==> src/rtl/pattern_seq_pkg.sv <==
// Shared types and helpers for the pattern bit sequencer.
//   seq_state_t : sequencer FSM states
//   clamp_len   : maps a requested active-bit count onto 1..width
package pattern_seq_pkg;

    typedef enum logic {
        IDLE = 1'b0,
        RUN  = 1'b1
    } seq_state_t;

    // A length of 0, or one larger than the pattern, selects the full pattern.
    function automatic int unsigned clamp_len(input int unsigned len,
                                              input int unsigned width);
        return ((len == 0) || (len > width)) ? width : len;
    endfunction

endpackage

==> src/rtl/pattern_idx_counter.sv <==
// Up/down index counter used by the sequencer to walk the pattern.
//   clk, rst   : clock, synchronous active-high reset (index returns to 0)
//   load       : take load_idx as the new index (wins over step)
//   load_idx   : index taken on load
//   step       : advance by one position in the current direction
//   down       : 1 counts down, 0 counts up
//   wrap_idx   : index taken when stepping past end_idx
//   end_idx    : final index of a pass
//   idx        : current index
//   last       : idx equals end_idx
module pattern_idx_counter #(
    parameter int IDX_W = 3
) (
    input  logic             clk,
    input  logic             rst,
    input  logic             load,
    input  logic [IDX_W-1:0] load_idx,
    input  logic             step,
    input  logic             down,
    input  logic [IDX_W-1:0] wrap_idx,
    input  logic [IDX_W-1:0] end_idx,
    output logic [IDX_W-1:0] idx,
    output logic             last
);

    logic [IDX_W-1:0] idx_q, idx_d;

    always_comb begin
        // NOTE: default assignment first so every path drives idx_d and no latch is inferred.
        idx_d = idx_q;
        if (load) begin
            idx_d = load_idx;
        end else if (step) begin
            // Wrap is explicit at the end index, so the +/-1 never relies on overflow.
            if (last)      idx_d = wrap_idx;
            else if (down) idx_d = idx_q - IDX_W'(1);
            else           idx_d = idx_q + IDX_W'(1);
        end
    end

    // NOTE: state flops use non-blocking assignments; reset is sampled on the clock edge.
    always_ff @(posedge clk) begin
        if (rst) idx_q <= '0;
        else     idx_q <= idx_d;
    end

    assign idx  = idx_q;
    assign last = (idx_q == end_idx);

endmodule

==> src/rtl/pattern_bit_sequencer.sv <==
// Pattern register with a registered random-access bit peek and a serial
// bit streamer (LSB- or MSB-first, one-shot or repeating, abortable).
//   clk, rst        : clock, synchronous active-high reset
//   load_*          : pattern/length/direction/repeat load, valid/ready handshake
//   abort           : end streaming, return to IDLE
//   out_valid/ready : streamed-bit handshake; out_bit, out_idx, out_last describe the bit
//   sel_idx/sel_bit : peek index and its registered pattern bit (0 when out of range)
module pattern_bit_sequencer
    import pattern_seq_pkg::*;
#(
    parameter int               WIDTH         = 8,
    parameter logic [WIDTH-1:0] RESET_PATTERN = 'h2,
    localparam int              IDX_W         = $clog2(WIDTH)
) (
    input  logic             clk,
    input  logic             rst,
    input  logic             load_valid,
    output logic             load_ready,
    input  logic [WIDTH-1:0] load_pattern,
    input  logic [IDX_W:0]   load_len,
    input  logic             load_msb_first,
    input  logic             load_repeat,
    input  logic             abort,
    output logic             out_valid,
    input  logic             out_ready,
    output logic             out_bit,
    output logic [IDX_W-1:0] out_idx,
    output logic             out_last,
    input  logic [IDX_W-1:0] sel_idx,
    output logic             sel_bit
);

    localparam int LEN_W = IDX_W + 1;

    seq_state_t       state_q, state_d;
    logic [WIDTH-1:0] pattern_q, pattern_d;
    logic [LEN_W-1:0] len_q, len_d;
    logic             msb_q, msb_d;
    logic             rep_q, rep_d;
    logic             sel_bit_q, sel_bit_d;

    logic             load_fire;
    logic             xfer;
    logic [LEN_W-1:0] load_len_c;
    logic [IDX_W-1:0] load_start;
    logic [IDX_W-1:0] wrap_idx;
    logic [IDX_W-1:0] end_idx;
    logic [IDX_W-1:0] idx;
    logic             idx_last;

    assign load_ready = (state_q == IDLE);
    assign out_valid  = (state_q == RUN);
    assign load_fire  = load_valid & load_ready;
    assign xfer       = out_valid & out_ready;

    // Start index is derived from the incoming config on load, from the stored config on wrap.
    assign load_len_c = LEN_W'(clamp_len(32'(load_len), WIDTH));
    assign load_start = load_msb_first ? IDX_W'(load_len_c - LEN_W'(1)) : '0;
    assign wrap_idx   = msb_q ? IDX_W'(len_q - LEN_W'(1)) : '0;
    assign end_idx    = msb_q ? '0 : IDX_W'(len_q - LEN_W'(1));

    pattern_idx_counter #(
        .IDX_W (IDX_W)
    ) u_idx_counter (
        .clk      (clk),
        .rst      (rst),
        .load     (load_fire),
        .load_idx (load_start),
        .step     (xfer),
        .down     (msb_q),
        .wrap_idx (wrap_idx),
        .end_idx  (end_idx),
        .idx      (idx),
        .last     (idx_last)
    );

    always_comb begin
        state_d   = state_q;
        pattern_d = pattern_q;
        len_d     = len_q;
        msb_d     = msb_q;
        rep_d     = rep_q;

        case (state_q)
            IDLE: begin
                if (load_fire) begin
                    pattern_d = load_pattern;
                    len_d     = load_len_c;
                    msb_d     = load_msb_first;
                    rep_d     = load_repeat;
                    state_d   = RUN;
                end
            end
            RUN: begin
                // A transfer coinciding with abort is still delivered; the counter steps regardless.
                if (abort || (xfer && idx_last && !rep_q)) state_d = IDLE;
            end
            default: state_d = IDLE;
        endcase

        // Peek sees the pattern as it stands now; a same-cycle load shows up on the next sample.
        sel_bit_d = ({1'b0, sel_idx} < LEN_W'(WIDTH)) ? pattern_q[sel_idx] : 1'b0;
    end

    always_ff @(posedge clk) begin
        if (rst) begin
            state_q   <= IDLE;
            pattern_q <= RESET_PATTERN;
            len_q     <= LEN_W'(WIDTH);
            msb_q     <= 1'b0;
            rep_q     <= 1'b0;
            sel_bit_q <= 1'b0;
        end else begin
            state_q   <= state_d;
            pattern_q <= pattern_d;
            len_q     <= len_d;
            msb_q     <= msb_d;
            rep_q     <= rep_d;
            sel_bit_q <= sel_bit_d;
        end
    end

    // Stream outputs are qualified by out_valid so they read 0 outside RUN.
    assign out_bit  = out_valid & pattern_q[idx];
    assign out_idx  = idx;
    assign out_last = out_valid & idx_last;
    assign sel_bit  = sel_bit_q;

endmodule

==> config.mk <==
export PLATFORM = sky130hd
export DESIGN_NAME = pattern_bit_sequencer
export DESIGN_NICKNAME = d
export VERILOG_FILES = /design/src/rtl/pattern_seq_pkg.sv /design/src/rtl/pattern_idx_counter.sv /design/src/rtl/pattern_bit_sequencer.sv
export SDC_FILE = /design/constraint.sdc
export NUM_CORES = 1
export LEC_CHECK = 0
export ABC_CLOCK_PERIOD_IN_PS = 3300
export CAP_MARGIN = 40
export CELL_PAD_IN_SITES_DETAIL_PLACEMENT = 2
export CELL_PAD_IN_SITES_GLOBAL_PLACEMENT = 2
export CORE_MARGIN = 3
export CORE_UTILIZATION = 30
export CTS_BUF_LIST = sky130_fd_sc_hd__clkbuf_4 sky130_fd_sc_hd__clkbuf_8
export DETAILED_ROUTE_END_ITERATION = 6
export PLACE_DENSITY = 0.84
export SYNTH_ARGS = -nofsm -noshare
export SYNTH_HDL_FRONTEND = slang
export SYNTH_SLANG_ARGS = --single-unit
==> constraint.sdc <==
create_clock -name clk -period 3.3 [get_ports clk]
set_input_delay 0.825 -clock clk [delete_from_list [all_inputs] [get_ports clk]]
set_output_delay 0.825 -clock clk [all_outputs]
set_load 0.02 [all_outputs]
==> results of run 1 <==
[stage by stage]
stage	util, %	area (sq um)	setup WS (ns)	std cells	hold WS, ns
floorplan	-	1080	0.784	129	0.433
global placement	41.3	1400	0.336	198	0.451
detailed placement	41.3	1400	0.185	198	0.464
CTS	42.3	1440	0.0737	202	0.484
global route	42.4	1440	0.0473	202	0.490
finish	42.4	1440	0.171	202	0.478
[worst reg2reg max path: stages, from the launching register on]
cell and delay [ns]:
dfxtp_1 0.59, inv_1 0.15, fa_1 0.44, xor2_1 0.15
nor2_1 0.05, a2111oi_0 0.34, o21ai_0 0.15, o22ai_1 0.18
[metal layers]
layer  GRT usage, %  vias up  part of all wire, %
met3           1.53        4                  2.0
li1               -      491                    -
met5              0        -                    0
met2           30.7       15                   51
met4           6.09        0                  1.2
met1           22.2      512                   46
[synth_stat cells (all sizes together)]
library cell	n
nor2b	2
nand2	28
a2111oi	1
mux2	2
nor3	2
o311ai	1
inv	9
a31oi	1
fa	1
xor2	1
or3b	1
xnor2	3
a21oi	16
mux4	4
nor2	9
o22ai	2
nand2b	4
o21a	1
or2b	1
dfxtp	18
or3	2
mux2i	3
a2bb2o	1
o21ai	3
ha	2
nand4bb	1
buf	2
clkbuf	6
o22a	1
nand3b	1
[logic make-up (layout without fill, tap and decap cells)]
family                     after synthesis  after routing  share of synthesized area, %
adders and majority gates                3              3                          4.18
AOI/OAI and AO/OA                       27             27                          16.1
DFF                                     18             18                          33.4
buffers and inverters                   17             44                          6.96
and+or+nand+nor                         51             51                          21.8
muxes                                    9              9                          14.3
xor gates and xnor gates                 4              4                          3.25
[worst min path at each step]
| stage | from | to | slack (ns) |
|---|---|---|---|
| 4_1_cts | rep_q | rep_q | 0.48 |
| 3_5_place_dp | rep_q | rep_q | 0.46 |
| 6_report | rep_q | rep_q | 0.48 |
| 5_1_grt | rep_q | rep_q | 0.49 |
| 3_3_place_gp | rep_q | rep_q | 0.45 |
| 2_1_floorplan | rep_q | rep_q | 0.43 |
[state kept, by name, indices dropped and copies added, names as in the netlist]
signal / flops
u_idx_counter.idx: 3
len_q: 3
pattern_q: 8
out_valid: 1
sel_bit: 1
msb_q: 1
rep_q: 1
[power by group through the flow]
stage                     Combinational [mW]  Sequential (mW)  Clock, mW
after floorplan                       0.0895            0.250          0
after global placement                 0.143            0.253          0
after detailed placement               0.150            0.256          0
after CTS                              0.152            0.251      0.151
after global routing                   0.165            0.254      0.161
final                                  0.150            0.251      0.148
[layout by cell type, fill, tap and decap left out, types with 2 or more instances in the layout]
cell             netlist  routed
nor2b_1                2       2
o21ai_0                3       3
nor3_1                 2       2
mux2i_1                3       3
inv_1                  9       9
nor2_1                 9       9
clkdlybuf4s50_1        0      28
xnor2_1                3       3
a21oi_1               16      16
mux4_1                 2       2
clkbuf_4               0       3
dfxtp_1               18      17
nand2_1               28      28
mux4_2                 2       2
ha_1                   2       2
buf_4                  1       2
nand2b_1               4       4
[repair_timing]
item / CTS / global route
resized for setup: 1 / 1
endpoints found under the setup margin: 1 / 1
setup buffers: 0 / 0
[area by class of cell]
cell class | instances | area, sq um
multi-input combinational | 94 | 643
tap | 46 | 57.6
inverter | 9 | 33.8
sequential | 18 | 362
clock buffer | 4 | 36.3
timing repair buffer | 31 | 304
fill | 373 | 1950
==> run metrics, run 1 <==
DR WL/cell roughly 17 um; Synth area leader dfxtp_1; crit path kind reg2out; CTS tree built; worst flop-to-flop path endpoint u_idx_counter.idx[2]; crit-path cells inv_1, ha_1, xnor2_1, or3_2, a2bb2o_4, nor2_1, dlygate4sd2_1; worst skew pair latency ~0.31 ns; Power Total about 550 uW; Combinational Power Share a little over a quarter; Final Max Tran Viols 0; IO buf count 29; setup TNS 0 ns; critical path's slowest cell or3_2; Crit. End Element output pin; total number of vias around 1k; Setup Skew a little under 0.007 ns; CP Depth 7; Final Hold Viols 0; Total Routing Usage GR 17.5%; Slew @ Worst Pin around 0.69 ns; fraction of layout cells with a size suffix above 1 under 10%; area share of the largest cell type after synthesis around 33%; vias in the first global route 1,113; CP required between 2 and 2.5 ns; fmax around 320 MHz; Antenna Nets Post-Route 0; GRT overflow 0; Worst Path Buf+Inv 2; outcome finished clean; hold path depth 2; P_leak ~0.54 nW; Critical Path Source Type flop; Slew Limit Headroom 53.9%; initial antenna violation count 0; Clock Pin Slew Worst Setup and Hold Paths ~0.12 ns; synth top area cells dfxtp_1 33%, nand2_1 9.7%, a21oi_1 7.4%; Initial Utilization about a third; P_int about 380 uW; worst setup path end out_last; Routed WL between 3000 and 4000 um; CTS buffer count 3; Nets ~180; Die X 66.0 um; Remaining DRCs 0; fin crit period 3.13 ns; Mapped Area 1080 sq um; Seq/Total Area, Yosys between 30 and 40%; FF-to-FF path depth 7; final setup vio count 0; Core Box Area 3390 sq um; H-tree levels 1; 1st-iter DRT viols 30; switching power of the nets roughly 170 uW; Area Growth Syn to Fin 33.2%; Seq cells post-synth 18; synth unique cells 35; DRT Pass-1 Iters 4; Sw Share between 30% and 40%; Clock power frac 27.0%; Post-Syn Nets between 150 and 200; DP HPWL ~2600 um; share of power burned in registers between 40 and 50%; crit path DAT ~2.3 ns; IO Count 30; Final Cycle Share 94.8%; GPL Wtd Cong 0.802; cell family with most CP delay simple AND/OR/NAND/NOR gates; Root Buffer clkbuf_4; # diodes 0; Mapped Cells 129; Ys Warns 0; # hold bufs at CTS 0; peak supply drop roughly 0.00018 V; row count 21; Die Ht between 60 and 70 um; Avg Inst Size Synth about 8.4 sq um; RR Startpoint msb_q; PD cells between 300 and 400 nW/um^2; crit-path max cell delay about 0.48 ns; largest net degree at the start of global routing 17; Max-Cap Viols 0; type of the worst min-delay path reg2reg; CTS Buffer Depth 2; flop2flop setup slack approximately 1.2 ns; crit path launch len_q[0]; Die Area between 4000 and 5000 sq um; CP max FO 5; RSZ-0062 raised after global routing no; CTS sink cnt 18; via-per-instance ratio slightly above 5; global-route wire length before repair around 5700 um
Note: power is estimated with default switching activity, not from simulation.
==> inputs of run 2 (changes only) <==
CTS_CLUSTER_DIAMETER = 40   (was default)
==> results of run 2 <==
Final layout, timing and power as in run 1 (identical DEF).
